[src/rtl/button_pulse_gen_if.sv]
`timescale 1ns/1ps
`default_nettype none
// ============================================================================
// Module      : button_pulse_gen_if
// Description : Signal bundle between a push-button source and the
//               debounce/pulse generator.
//                 buttonIn    raw pushbutton level, asynchronous, 1 = pressed
//                 buttonReg   one-cycle pulse per accepted press
//                 buttonLevel debounced level, 1 = pressed
//               master : button side (drives buttonIn, observes outputs)
//               slave  : generator side (button_pulse_gen)
// Revision    : 1.0 - initial release
// ============================================================================
interface button_pulse_gen_if;
  logic buttonIn;
  logic buttonReg;
  logic buttonLevel;

  modport master (
    output buttonIn,
    input  buttonReg,
    input  buttonLevel
  );

  modport slave (
    input  buttonIn,
    output buttonReg,
    output buttonLevel
  );
endinterface
`default_nettype wire

[src/rtl/button_pulse_gen.sv]
`timescale 1ns/1ps
`default_nettype none
// ============================================================================
// Module      : button_pulse_gen
// Description : Synchronises and debounces a raw push-button level and emits
//               exactly one single-cycle buttonReg pulse per confirmed press
//               (the increment enable of a downstream counter). Also exports
//               the registered debounced level.
// Ports       : clock        in   system clock, all logic on posedge
//               resetN       in   synchronous, active-low reset
//               btn.buttonIn in   raw pushbutton level (asynchronous)
//               btn.buttonReg out registered one-cycle press pulse
//               btn.buttonLevel out registered debounced level
// Parameters  : DEBOUNCE_CYCLES  stable cycles to confirm press/release (>=2)
//               REPEAT_DELAY     hold cycles before first auto-repeat (>=1)
//               REPEAT_RATE      cycles between later auto-repeats (>=1)
// Macro       : AUTO_REPEAT_EN   enables auto-repeat pulses while held
// Revision    : 1.0 - initial release
// ============================================================================
module button_pulse_gen #(
  parameter int DEBOUNCE_CYCLES = 500000,
  parameter int REPEAT_DELAY    = 25000000,
  parameter int REPEAT_RATE     = 5000000
) (
  input  wire logic         clock,
  input  wire logic         resetN,
  button_pulse_gen_if.slave btn
);

  // Counters are sized for the largest terminal count of any timer.
  localparam int c_MAX_DR  = (DEBOUNCE_CYCLES > REPEAT_DELAY) ? DEBOUNCE_CYCLES : REPEAT_DELAY;
  localparam int c_MAX_ALL = (c_MAX_DR > REPEAT_RATE) ? c_MAX_DR : REPEAT_RATE;
  localparam int CNT_W     = $clog2(c_MAX_ALL + 1);

  localparam logic [CNT_W-1:0] c_CNT_SAT = {CNT_W{1'b1}};
  localparam logic [CNT_W-1:0] c_DB_LAST = CNT_W'(DEBOUNCE_CYCLES - 1);

  typedef enum logic [1:0] {
    IDLE         = 2'd0,
    PRESS_WAIT   = 2'd1,
    HELD         = 2'd2,
    RELEASE_WAIT = 2'd3
  } state_t;

  state_t           state_q;
  logic [CNT_W-1:0] cnt_q;
  logic             s1_q;
  logic             s2_q;
  logic             pulse_q;
  logic             level_q;

  // Saturating increment: a counter parked at all-ones never wraps to zero.
  function automatic logic [CNT_W-1:0] sat_inc(input logic [CNT_W-1:0] v);
    return (v == c_CNT_SAT) ? v : v + 1'b1;
  endfunction

`ifdef AUTO_REPEAT_EN
  localparam logic [CNT_W-1:0] c_RD_LAST = CNT_W'(REPEAT_DELAY - 1);
  localparam logic [CNT_W-1:0] c_RR_LAST = CNT_W'(REPEAT_RATE - 1);

  logic [CNT_W-1:0] rep_q;
  // 0 while waiting for the first repeat, 1 once in the periodic phase.
  logic             rep_phase_q;
`endif

  always_ff @(posedge clock) begin
    if (!resetN) begin
      state_q     <= IDLE;
      cnt_q       <= '0;
      s1_q        <= 1'b0;
      s2_q        <= 1'b0;
      pulse_q     <= 1'b0;
      level_q     <= 1'b0;
`ifdef AUTO_REPEAT_EN
      rep_q       <= '0;
      rep_phase_q <= 1'b0;
`endif
    end else begin
      s1_q    <= btn.buttonIn;
      s2_q    <= s1_q;
      // Pulse is one cycle wide unless a branch below re-asserts it.
      pulse_q <= 1'b0;
`ifdef AUTO_REPEAT_EN
      // Repeat timer only runs in HELD; any other cycle clears it.
      rep_q       <= '0;
      rep_phase_q <= 1'b0;
`endif
      case (state_q)
        IDLE: begin
          if (s2_q) begin
            state_q <= PRESS_WAIT;
            cnt_q   <= CNT_W'(1);
          end else begin
            cnt_q   <= '0;
          end
        end

        PRESS_WAIT: begin
          if (!s2_q) begin
            state_q <= IDLE;
            cnt_q   <= '0;
          end else if (cnt_q == c_DB_LAST) begin
            state_q <= HELD;
            pulse_q <= 1'b1;
            level_q <= 1'b1;
            cnt_q   <= '0;
          end else begin
            cnt_q   <= sat_inc(cnt_q);
          end
        end

        HELD: begin
          if (!s2_q) begin
            state_q <= RELEASE_WAIT;
            cnt_q   <= CNT_W'(1);
          end
`ifdef AUTO_REPEAT_EN
          else begin
            if (rep_q == (rep_phase_q ? c_RR_LAST : c_RD_LAST)) begin
              pulse_q     <= 1'b1;
              rep_q       <= '0;
              rep_phase_q <= 1'b1;
            end else begin
              rep_q       <= sat_inc(rep_q);
              rep_phase_q <= rep_phase_q;
            end
          end
`endif
        end

        RELEASE_WAIT: begin
          if (s2_q) begin
            // Release bounce: go back to HELD without a new pulse.
            state_q <= HELD;
            cnt_q   <= '0;
          end else if (cnt_q == c_DB_LAST) begin
            state_q <= IDLE;
            level_q <= 1'b0;
            cnt_q   <= '0;
          end else begin
            cnt_q   <= sat_inc(cnt_q);
          end
        end

        default: begin
          state_q <= IDLE;
          cnt_q   <= '0;
        end
      endcase
    end
  end

  assign btn.buttonReg   = pulse_q;
  assign btn.buttonLevel = level_q;

endmodule
`default_nettype wire

[src/flat_wrapper.sv]
// flat-port wrapper written by rule: the top's interface ports become plain ports
module button_pulse_gen_flat 
#(
  parameter int DEBOUNCE_CYCLES = 500000,
  parameter int REPEAT_DELAY    = 25000000,
  parameter int REPEAT_RATE     = 5000000
)
  (clock, resetN, btn_buttonIn, btn_buttonReg, btn_buttonLevel);
  button_pulse_gen_if btn_i ();
  input  wire logic clock;
  input  wire logic resetN;
  input wire logic [$bits(btn_i.buttonIn)-1:0] btn_buttonIn;
  output wire logic [$bits(btn_i.buttonReg)-1:0] btn_buttonReg;
  output wire logic [$bits(btn_i.buttonLevel)-1:0] btn_buttonLevel;
  assign btn_i.buttonIn = btn_buttonIn;
  assign btn_buttonReg = btn_i.buttonReg;
  assign btn_buttonLevel = btn_i.buttonLevel;
  button_pulse_gen #(.DEBOUNCE_CYCLES(DEBOUNCE_CYCLES), .REPEAT_DELAY(REPEAT_DELAY), .REPEAT_RATE(REPEAT_RATE)) u_core (.clock(clock), .resetN(resetN), .btn(btn_i));
endmodule
[config.mk]
export PLATFORM = sky130hd
export DESIGN_NAME = button_pulse_gen_flat
export DESIGN_NICKNAME = d
export VERILOG_FILES = /design/src/rtl/button_pulse_gen_if.sv /design/src/rtl/button_pulse_gen.sv /design/src/flat_wrapper.sv
export SDC_FILE = /design/constraint.sdc
export NUM_CORES = 1
export LEC_CHECK = 0
export ABC_AREA = 1
export CORE_MARGIN = 8
export CORE_UTILIZATION = 45
export DETAILED_ROUTE_END_ITERATION = 10
export PLACE_DENSITY_LB_ADDON = 0.08
export SLEW_MARGIN = 15
export SYNTH_ARGS = -nofsm -noshare
export SYNTH_HDL_FRONTEND = slang
export SYNTH_SLANG_ARGS = --single-unit
[constraint.sdc]
create_clock -name clock -period 3.54 [get_ports clock]
set_input_delay 0.354 -clock clock [delete_from_list [all_inputs] [get_ports clock]]
set_output_delay 0.354 -clock clock [all_outputs]
set_load 0.005 [all_outputs]
==> results.yml, run 1 <==
clock_network:
  clk_latency_ps: 280
  postCtsResizedCells: 0
  cts_sinks: 31
  cts_htree_levels: 2
  tritoncts: "done"
  ctsHoldBuffers: 0
  postCtsSetupBuffers: 0
  clkTransAtPathRegs_ps: 60
  cts-buffers-inserted: 5
  root_buffer: "clkbuf_8"
  clk_path_buf_depth: 2
logic_synthesis:
  synth_mux_area_frac: 0
  synth_seq_cells: 31
  synth_fa_ha_area_frac: 0.006090
  yosys.area_share.simple: 0.4695
  yosysSeqAreaShare: 0.3021
  synth_compound_area_frac: 0.1017
  synth_top_family_by_area: "simple AND/OR/NAND/NOR gates"
  syn-num-nets: 329
  synth_cell_types: 31
  syn-instance-count: 325
  syn-cell-area_um2: 2054
  synthXorXnorAreaFrac: 0.02558
  ys_warn_count: 0
  avgSynthCellArea_um2: 6.321
sta:
  hold_violations: 0
  worst_pin_slew_ps: 933.4
  min_period_ps: 2256
  drv_slew: 0
  rsz0062_at_grt: "no"
  hold_slack_ps: 412.0
  fin_crit_sh: 0.6373
  setup_viol: 0
  finalSetupTns_ps: 0
  relSlewSlack: 0.3771
  fin_skew_ps: 4.494
  fmax_mhz: 443.3
cells_and_area:
  utilization: 0.5034
  drive_above_1_share: 0.1216
  fin_nets: 332
  diodes: 0
  fin_cells: 381
  syn_to_final_growth_pct: 7.430
placement:
  hpwl_um: 3588
  place_inst: 373
  port_buffers: 4
  gp_congestion: 0.8801
floorplan:
  die-area_um2: 6984
  pin_count: 5
  die_h_um: 83.57
  start_util: 0.4686
  chipWidth_um: 83.57
  rows: 24
  core_um2: 4384
detailed_routing:
  wl_per_cell_um: 12.54
  via_count: 1929
  first_iter_violations: 73
  drt-met1-wl_um: 2510
  first_pass_iters: 4
  finalWirelength_um: 4777
  top_layer: "met4"
  met3WireLength_um: 141
  final_antenna_net_count: 0
  viasPerCell: 5.063
  dr_wl_met2_um: 2062
  drc: 0
worst_setup_path:
  cp-start-kind: "flip-flop"
  cp_data_required_time_ps: 3730
  path_cells: "ha_1 > inv_2 > nor2_8 > nand3_1 > nor2_2 > nor2_2 > o21ai_0 > a21oi_1"
  reg2reg_depth: 8
  crit_slowest_cell: "nor2_2"
  critical-path-top-delay-family: "simple AND/OR/NAND/NOR gates"
  cp_num_buf_inv: 1
  worstSetupPathType: "flip-flop to flip-flop"
  worstReg2RegEnd: "u_core.cnt_q[2]"
  cp.arrival_ps: 2450
  cpPeakStageDelay_ps: 700
  path_max_fanout: 22
  r2r_slack_ps: 1280
  crit_top_cell: "nor2_2"
  worstReg2RegStart: "u_core.cnt_q[0]"
  end_kind: "flip-flop"
flow_run:
  maxCapViolations: 0
global_route:
  grt_pass1_vias: 1834
  antenna_found_initial: 0
  grt_pass1_wl_um: 8404
  track_usage: 0.1425
  grt_max_degree: 23
  grt_overflow: 0
outcome:
  status: "finished clean"
power:
  power_density_nw_per_um2: 304.8
  ir_worst_vdd_mv: 0.1563
  power.leakage_nw: 0.8781
worst_hold_path:
  min_path_type: "flip-flop to flip-flop"
  worstHoldEndpoint: "u_core.s2_q"
  hold_depth: 2
  min_from: "u_core.s1_q"
-- cells by family (layout without fill, tap and decap cells) --
| kind of cell | after synthesis | count (layout) |
|---|---|---|
| simple gates | 206 | 206 |
| buf+inv | 45 | 49 |
| compound gates | 36 | 36 |
| flops | 31 | 31 |
| xor+xnor | 6 | 6 |
| fa+ha+maj | 1 | 1 |
-- state kept, by name (all words and copies together), names as in the netlist, named ones only --
name                    cells
u_core.btn.buttonReg        1
u_core.s1_q                 1
u_core.cnt_q               25
u_core.btn.buttonLevel      1
u_core.state_q              1
u_core.s2_q                 1
-- synthesized netlist by cell type, drive strengths merged --
| cell | n | area, µm² |
|---|---|---|
| nor3b | 1 | 7.510 |
| dfxtp | 31 | 620.6 |
| nand4 | 9 | 62.56 |
| nand2 | 114 | 445.4 |
| o211ai | 1 | 7.510 |
| or2 | 1 | 6.260 |
| clkinv | 1 | 3.750 |
| xor2 | 4 | 35.03 |
| nand3b | 1 | 7.510 |
| buf | 6 | 48.79 |
| nand3 | 28 | 205.2 |
| nor3 | 3 | 15.01 |
| o21ai | 13 | 68.82 |
| inv | 35 | 131.4 |
| nor2 | 49 | 215.2 |
| ha | 1 | 12.51 |
| a21oi | 22 | 132.6 |
| xnor2 | 2 | 17.52 |
| clkbuf | 3 | 11.26 |
-- per-layer routing --
metal | global-route usage | vias up
met5 | 0 | -
met4 | 0.04710 | 0
met3 | 0.02637 | 6
met2 | 0.2246 | 24
met1 | 0.1882 | 863
li1 | - | 1036
-- tightest hold or removal path, cell delays in order, from the launching register on --
cell	delay [ps]
dfxtp_1	300
nand2_1	40
inv_1	40
-- final cells by class --
type | instances | area [µm²]
Tap cell | 52 | 65.06
Inverter | 36 | 135.1
Clock buffer | 8 | 100.1
Timing Repair Buffer | 5 | 47.55
Fill cell | 465 | 2177
Sequential cell | 31 | 620.6
Multi-Input combinational cell | 249 | 1239
-- worst max path at each step --
| stage | slack [ps] | to | start | depth (start not counted) |
|---|---|---|---|---|
| after floorplan | 1950 | u_core.cnt_q[10] | u_core.cnt_q[1] | 9 |
| after global placement | 1290 | u_core.cnt_q[2] | u_core.cnt_q[0] | 8 |
| after detailed placement | 1240 | u_core.cnt_q[2] | u_core.cnt_q[0] | 8 |
| after CTS | 1220 | u_core.cnt_q[2] | u_core.cnt_q[0] | 8 |
| after global routing | 1070 | u_core.cnt_q[2] | u_core.cnt_q[0] | 8 |
| final | 1280 | u_core.cnt_q[2] | u_core.cnt_q[0] | 8 |
-- placed cells by master (no fill, tap or decap), types with 3 or more instances in the layout --
cell type / netlist / final
nor3_1: 3 / 3
xor2_1: 4 / 4
dfxtp_1: 31 / 31
clkdlybuf4s50_1: 0 / 4
o21ai_0: 8 / 8
inv_1: 33 / 33
o21ai_1: 4 / 4
a21oi_1: 16 / 16
clkbuf_8: 0 / 7
nand3_2: 13 / 13
nand3_1: 15 / 15
nor2_2: 3 / 3
nor2_1: 44 / 44
nand2_1: 111 / 111
nand4_1: 8 / 8
a21oi_2: 6 / 6
-- metrics by stage --
| step | setup WS, ps | power (W) | instance area (µm²) |
|---|---|---|---|
| final | 1284 | 0.0006726 | 2207 |
| after global routing | 1073 | 0.0006984 | 2207 |
| after CTS | 1216 | 0.0006826 | 2207 |
| after detailed placement | 1238 | 0.0003732 | 2107 |
| after global placement | 1287 | 0.0003733 | 2107 |
| after floorplan | 1950 | 0.0003689 | 2054 |
-- power breakdown --
part	switching, W	internal, W	total, W
Sequential	0.00000154	0.000350	0.000352
Clock	0.000130	0.000177	0.000308
Combinational	0.00000885	0.00000405	0.0000129
Note: power is estimated with default switching activity, not from simulation.
==> run 2, diff against run 1 <==
- clock period: 3.54 -> 2.02 ns (I/O delays scaled with it)
==> results.yml, run 2 (synthesis results as in run 1) <==
worst_setup_path:
  crit_slowest_cell: "dfxtp_1"
  reg2reg_depth: 10
  end_kind: "flip-flop"
  worstReg2RegEnd: "u_core.cnt_q[5]"
  path_max_fanout: 18
  worstSetupPathType: "flip-flop to flip-flop"
  cp_data_required_time_ps: 2240
  path_depth: 10
  cpPeakStageDelay_ps: 360
  critical-path-top-delay-family: "simple AND/OR/NAND/NOR gates"
  cp_num_buf_inv: 2
  cp.arrival_ps: 2010
  r2r_slack_ps: 230
  cp-start-kind: "flip-flop"
  worstReg2RegStart: "u_core.cnt_q[1]"
  path_cells: "ha_1 > inv_2 > nor2_8 > nand2_4 > nor2_4 > nand2_4 > buf_4 > nand3_2 > nand3_2 > a21oi_2"
worst_hold_path:
  min_from: "u_core.s1_q"
  min_path_type: "flip-flop to flip-flop"
  hold_depth: 2
  worstHoldEndpoint: "u_core.s2_q"
global_route:
  antenna_found_initial: 0
  grt_overflow: 0
  grt_max_degree: 23
  grt_pass1_vias: 1973
  grt_pass1_wl_um: 8887
  track_usage: 0.1519
cells_and_area:
  multi_input_area_um2: 1244
  largest_reg_flops: 25
  diodes: 0
  mostFrequentLayoutCell: "nand2_1"
  utilization: 0.5157
  seq_area_um2: 620.6
  fin_nets: 341
  fin_area_um2: 2261
  layout_common_cells: "111 x nand2_1, 44 x nor2_1, 33 x inv_1, 31 x dfxtp_1, 16 x a21oi_1"
  drive_above_1_share: 0.1420
  top_register: "u_core.cnt_q"
  fillers: 463
  syn_to_final_growth_pct: 10.05
placement:
  gp_congestion: 0.9504
  hpwl_um: 3783
  port_buffers: 4
  place_area_um2: 2175
power:
  power_density_nw_per_um2: 493.7
  ir_worst_vdd_mv: 0.3374
  p_seq_frac: 0.552
  sw_frac_of_total: 0.2253
  power.leakage_nw: 0.9162
  p_int_w: 0.0008647
  combPwrFrac: 0.024
  p_sw_w: 0.0002515
  p_clk_frac: 0.424
clock_network:
  clk_path_buf_depth: 2
  tritoncts: "done"
  cts-buffers-inserted: 5
  root_buffer: "clkbuf_8"
  cts_sinks: 31
  clk_latency_ps: 280
  cts_htree_levels: 2
  clkTransAtPathRegs_ps: 70
detailed_routing:
  final_antenna_net_count: 0
  first_iter_violations: 207
  via_count: 1992
  first_pass_iters: 4
  drc: 0
  wl_per_cell_um: 12.83
  finalWirelength_um: 5005
  viasPerCell: 5.108
sta:
  fin_skew_ps: 3.740
  hold_slack_ps: 411.8
  finalSetupTns_ps: 0
  relSlewSlack: 0.6381
  drv_slew: 0
  min_period_ps: 1787
  setup_viol: 0
  fin_crit_sh: 0.8849
  fmax_mhz: 559.5
  hold_violations: 0
  worst_pin_slew_ps: 541.6
  rsz0062_at_grt: "no"
floorplan:
  chipWidth_um: 83.57
  die_h_um: 83.57
  pin_count: 5
  rows: 24
  core_um2: 4384
  die-area_um2: 6984
  start_util: 0.4686
outcome:
  status: "finished clean"
flow_run:
  maxCapViolations: 0
==> run 2: cell count changes in the layout (fill, tap and decap cells not counted) <==
cell,previous run,this run
buf_4,1,10
clkbuf_1,1,2
clkbuf_8,7,5
clkinv_2,0,1
nor2_2,3,2
nor2_4,1,2
==> run 2: worst max path at each step <==
stage / startpoint / endpoint / slack [ps]
2_1_floorplan: u_core.cnt_q[1] / u_core.cnt_q[10] / 430
5_1_grt: u_core.cnt_q[17] / u_core.cnt_q[6] / 130
3_3_place_gp: u_core.cnt_q[0] / u_core.cnt_q[2] / 60
3_5_place_dp: u_core.cnt_q[1] / u_core.cnt_q[2] / -30
4_1_cts: u_core.cnt_q[1] / u_core.cnt_q[5] / 230
6_report: u_core.cnt_q[1] / u_core.cnt_q[5] / 230
==> run 2: worst min-delay path: stages (launching register included) <==
cell	delay (ps)
dfxtp_1	310
nand2_1	40
inv_1	40
==> run 2: metal layers <==
metal	global-route usage	up-vias	part of all wire
li1	-	1050	-
met1	0.1949	903	0.49
met2	0.2344	35	0.45
met3	0.03320	4	0.049
met4	0.06907	0	0.013
met5	0	-	0
==> run 2: area by class of cell <==
class	count	area share
Sequential cell	31	0.2745
Multi-Input combinational cell	249	0.5501
Inverter	36	0.05977
Timing Repair Buffer	14	0.05091
Clock buffer	7	0.03376
Clock inverter	1	0.002214
Tap cell	52	0.02878
==> run 2: stage by stage <==
step                      std cells  setup WS [ps]  total power (W)
after detailed placement        382         -25.69        0.0006567
after floorplan                 325          430.3        0.0006464
after global routing            390          130.9         0.001163
after global placement          382          63.97        0.0006559
after CTS                       390          234.4         0.001133
final                           390          232.6         0.001116
==> run 2: power groups by stage <==
stage          combinational (W)  sequential, W  clock [W]
4_1_cts                0.0000274       0.000615   0.000491
5_1_grt                0.0000300       0.000616   0.000518
6_report               0.0000272       0.000616   0.000473
2_1_floorplan          0.0000173       0.000629          0
3_3_place_gp           0.0000265       0.000629          0
3_5_place_dp           0.0000273       0.000629          0
==> run 2: repair_timing <==
item | in CTS | in global routing
setup buffers | 0 | 0
resized for setup | 1 | 0
endpoints found under the setup margin | 1 | 0
hold buffers | 0 | 0
==> run 3, diff against run 2 <==
- ABC_AREA: 1 -> unset
- SLEW_MARGIN: 15 -> 20
==> results.yml, run 3 <==
sta:
  fin_skew_ps: 5.562
  drv_slew: 0
  finalSetupTns_ps: 0
  fmax_mhz: 504.1
  worst_pin_slew_ps: 809.3
  setup_viol: 0
  fin_ws_ps: 36.14
  min_period_ps: 1984
  rsz0062_at_grt: "yes"
  hold_violations: 0
  relSlewSlack: 0.4599
  fin_crit_sh: 0.9821
worst_setup_path:
  path_cells: "ha_2 > nand4_1 > nor3_4 > nand3_1 > buf_4 > a31o_2 > a311oi_2"
  cp-start-kind: "flip-flop"
  critical-path-top-delay-family: "simple AND/OR/NAND/NOR gates"
  cp_data_required_time_ps: 2210
  worstReg2RegStart: "u_core.cnt_q[1]"
  r2r_slack_ps: 40
  cpPeakStageDelay_ps: 340
  worstReg2RegEnd: "u_core.cnt_q[13]"
  cp_num_buf_inv: 1
  path_max_fanout: 5
  crit_slowest_cell: "dfxtp_1"
  reg2reg_depth: 7
  worstSetupPathType: "flip-flop to flip-flop"
  end_kind: "flip-flop"
  cp.arrival_ps: 2170
detailed_routing:
  first_pass_iters: 5
  final_antenna_net_count: 0
  first_iter_violations: 202
  via_count: 1979
  drc: 0
  finalWirelength_um: 5742
  viasPerCell: 6.575
  wl_per_cell_um: 19.08
logic_synthesis:
  synth_fa_ha_area_frac: 0.006761
  synth_edf_count: 0
  yosysSeqAreaShare: 0.3354
  async_flop_share: 0
  synth_top_family_by_area: "compound AO/OA/AOI/OAI gates"
  synth_top_area_cell: "dfxtp_1"
  synthTopCellsByArea: "dfxtp_1 34%, a311oi_1 5.7%, nand2_1 4.5%"
  synthTopCellsByCount: "31 x dfxtp_1, 22 x nand2_1, 15 x nand3_1, 12 x a311oi_1"
  synth_top_area_share: 0.3354
  syn-cell-area_um2: 1851
  synth_most_common_cell: "dfxtp_1"
  syn-instance-count: 213
  avgSynthCellArea_um2: 8.688
  ys_warn_count: 0
  yosys_most_used_dff: "dfxtp_1"
  syn-num-nets: 217
  synth_cell_types: 53
  synth_mux_area_frac: 0
  synthXorXnorAreaFrac: 0.01352
  synth_seq_cells: 31
  synth_compound_area_frac: 0.3097
  yosys.area_share.simple: 0.2894
clock_network:
  clk_path_buf_depth: 2
  cts_htree_levels: 2
  clkTransAtPathRegs_ps: 60
  cts_sinks: 31
  root_buffer: "clkbuf_8"
  tritoncts: "done"
  clk_latency_ps: 280
  cts-buffers-inserted: 5
placement:
  pre_cts_ws_ps: -10.68
  hpwl_um: 3934
  port_buffers: 4
  gp_congestion: 0.9343
  place_area_um2: 2151
floorplan:
  core_um2: 3971
  start_util: 0.4660
  pin_count: 5
  rows: 23
  die-area_um2: 6420
  chipWidth_um: 80.13
  die_h_um: 80.13
power:
  ir_worst_vdd_mv: 0.2828
  power.leakage_nw: 0.7754
  power_density_nw_per_um2: 488.8
cells_and_area:
  layout_common_cells: "41 x buf_4, 29 x dfxtp_1, 22 x nand2_1, 15 x nand3_1, 11 x a31oi_1"
  mostFrequentLayoutCell: "buf_4"
  fin_area_um2: 2301
  drive_above_1_share: 0.3028
  fillers: 357
  fin_nets: 256
  largest_reg_flops: 25
  top_register: "u_core.cnt_q"
  syn_to_final_growth_pct: 24.34
  diodes: 0
global_route:
  grt_max_degree: 22
  grt_pass1_vias: 1895
  grt_overflow: 0
  antenna_found_initial: 0
  track_usage: 0.1850
  grt_pass1_wl_um: 9370
worst_hold_path:
  hold_depth: 1
  worstHoldEndpoint: "u_core.s2_q"
  min_path_type: "flip-flop to flip-flop"
  min_from: "u_core.s1_q"
flow_run:
  maxCapViolations: 0
outcome:
  status: "finished clean"
-- run 3: changes by cell type after synthesis, moves of 6 or more --
cell,delta
a21oi_2,-6
a311oi_1,+12
a31oi_1,+11
and3_1,+9
inv_1,-29
nand2_1,-89
nand3_2,-11
nor2_1,-38
-- run 3: worst max path at each step --
stage,start,to,slack [ps],depth (start not counted)
finish,u_core.cnt_q[1],u_core.cnt_q[13],40,7
global route,u_core.cnt_q[0],u_core.cnt_q[13],-50,7
CTS,u_core.cnt_q[0],u_core.cnt_q[13],6,7
detailed placement,u_core.cnt_q[0],u_core.cnt_q[13],-10,7
global placement,u_core.cnt_q[0],u_core.cnt_q[4],70,6
floorplan,u_core.cnt_q[0],u_core.cnt_q[4],90,7
-- run 3: through the flow --
step,hold slack [ps],power [W],utilization,cells
after floorplan,329.3,0.0006584,-,213
after global placement,457.8,0.0006813,0.5416,289
after detailed placement,463.1,0.0006823,0.5416,289
after CTS,472.0,0.001131,0.5602,295
after global routing,507.1,0.001166,0.5794,301
final,476.3,0.001125,0.5794,301
-- run 3: layer usage --
metal  vias to the layer above  wire length, µm  GRT usage
li1                        938                -          -
met1                       934             2504     0.2350
met2                        92             2692     0.2870
met3                        15              419    0.04353
met4                         0              126    0.08727
met5                         -                0          0
-- run 3: kinds of logic after synthesis --
logic type	after synthesis
simple gates	88
flops	31
xor+xnor	2
fa+ha+maj	1
buf+inv	17
compound gates	74
-- run 3: report_power, final --
| part | internal [W] | switching, W | total, W |
|---|---|---|---|
| Clock | 0.000229 | 0.000224 | 0.000454 |
| Combinational | 0.0000214 | 0.0000251 | 0.0000465 |
| Sequential | 0.000618 | 0.00000611 | 0.000624 |
| Total | 0.000869 | 0.000256 | 0.00112 |
-- run 3: final cells by class --
class	count	area (µm²)	area share
Clock buffer	6	72.57	0.03154
Timing Repair Buffer	45	347.8	0.1512
Multi-Input combinational cell	165	1180	0.5128
Sequential cell	31	623.1	0.2708
Inverter	4	15.01	0.006525
Tap cell	50	62.56	0.02719
-- run 3: repair_timing --
action	CTS	global route
setup buffers	0	6
pin swaps	0	2
hold buffers	0	0
gates resized for setup	1	8
setup endpoints to repair	2	17
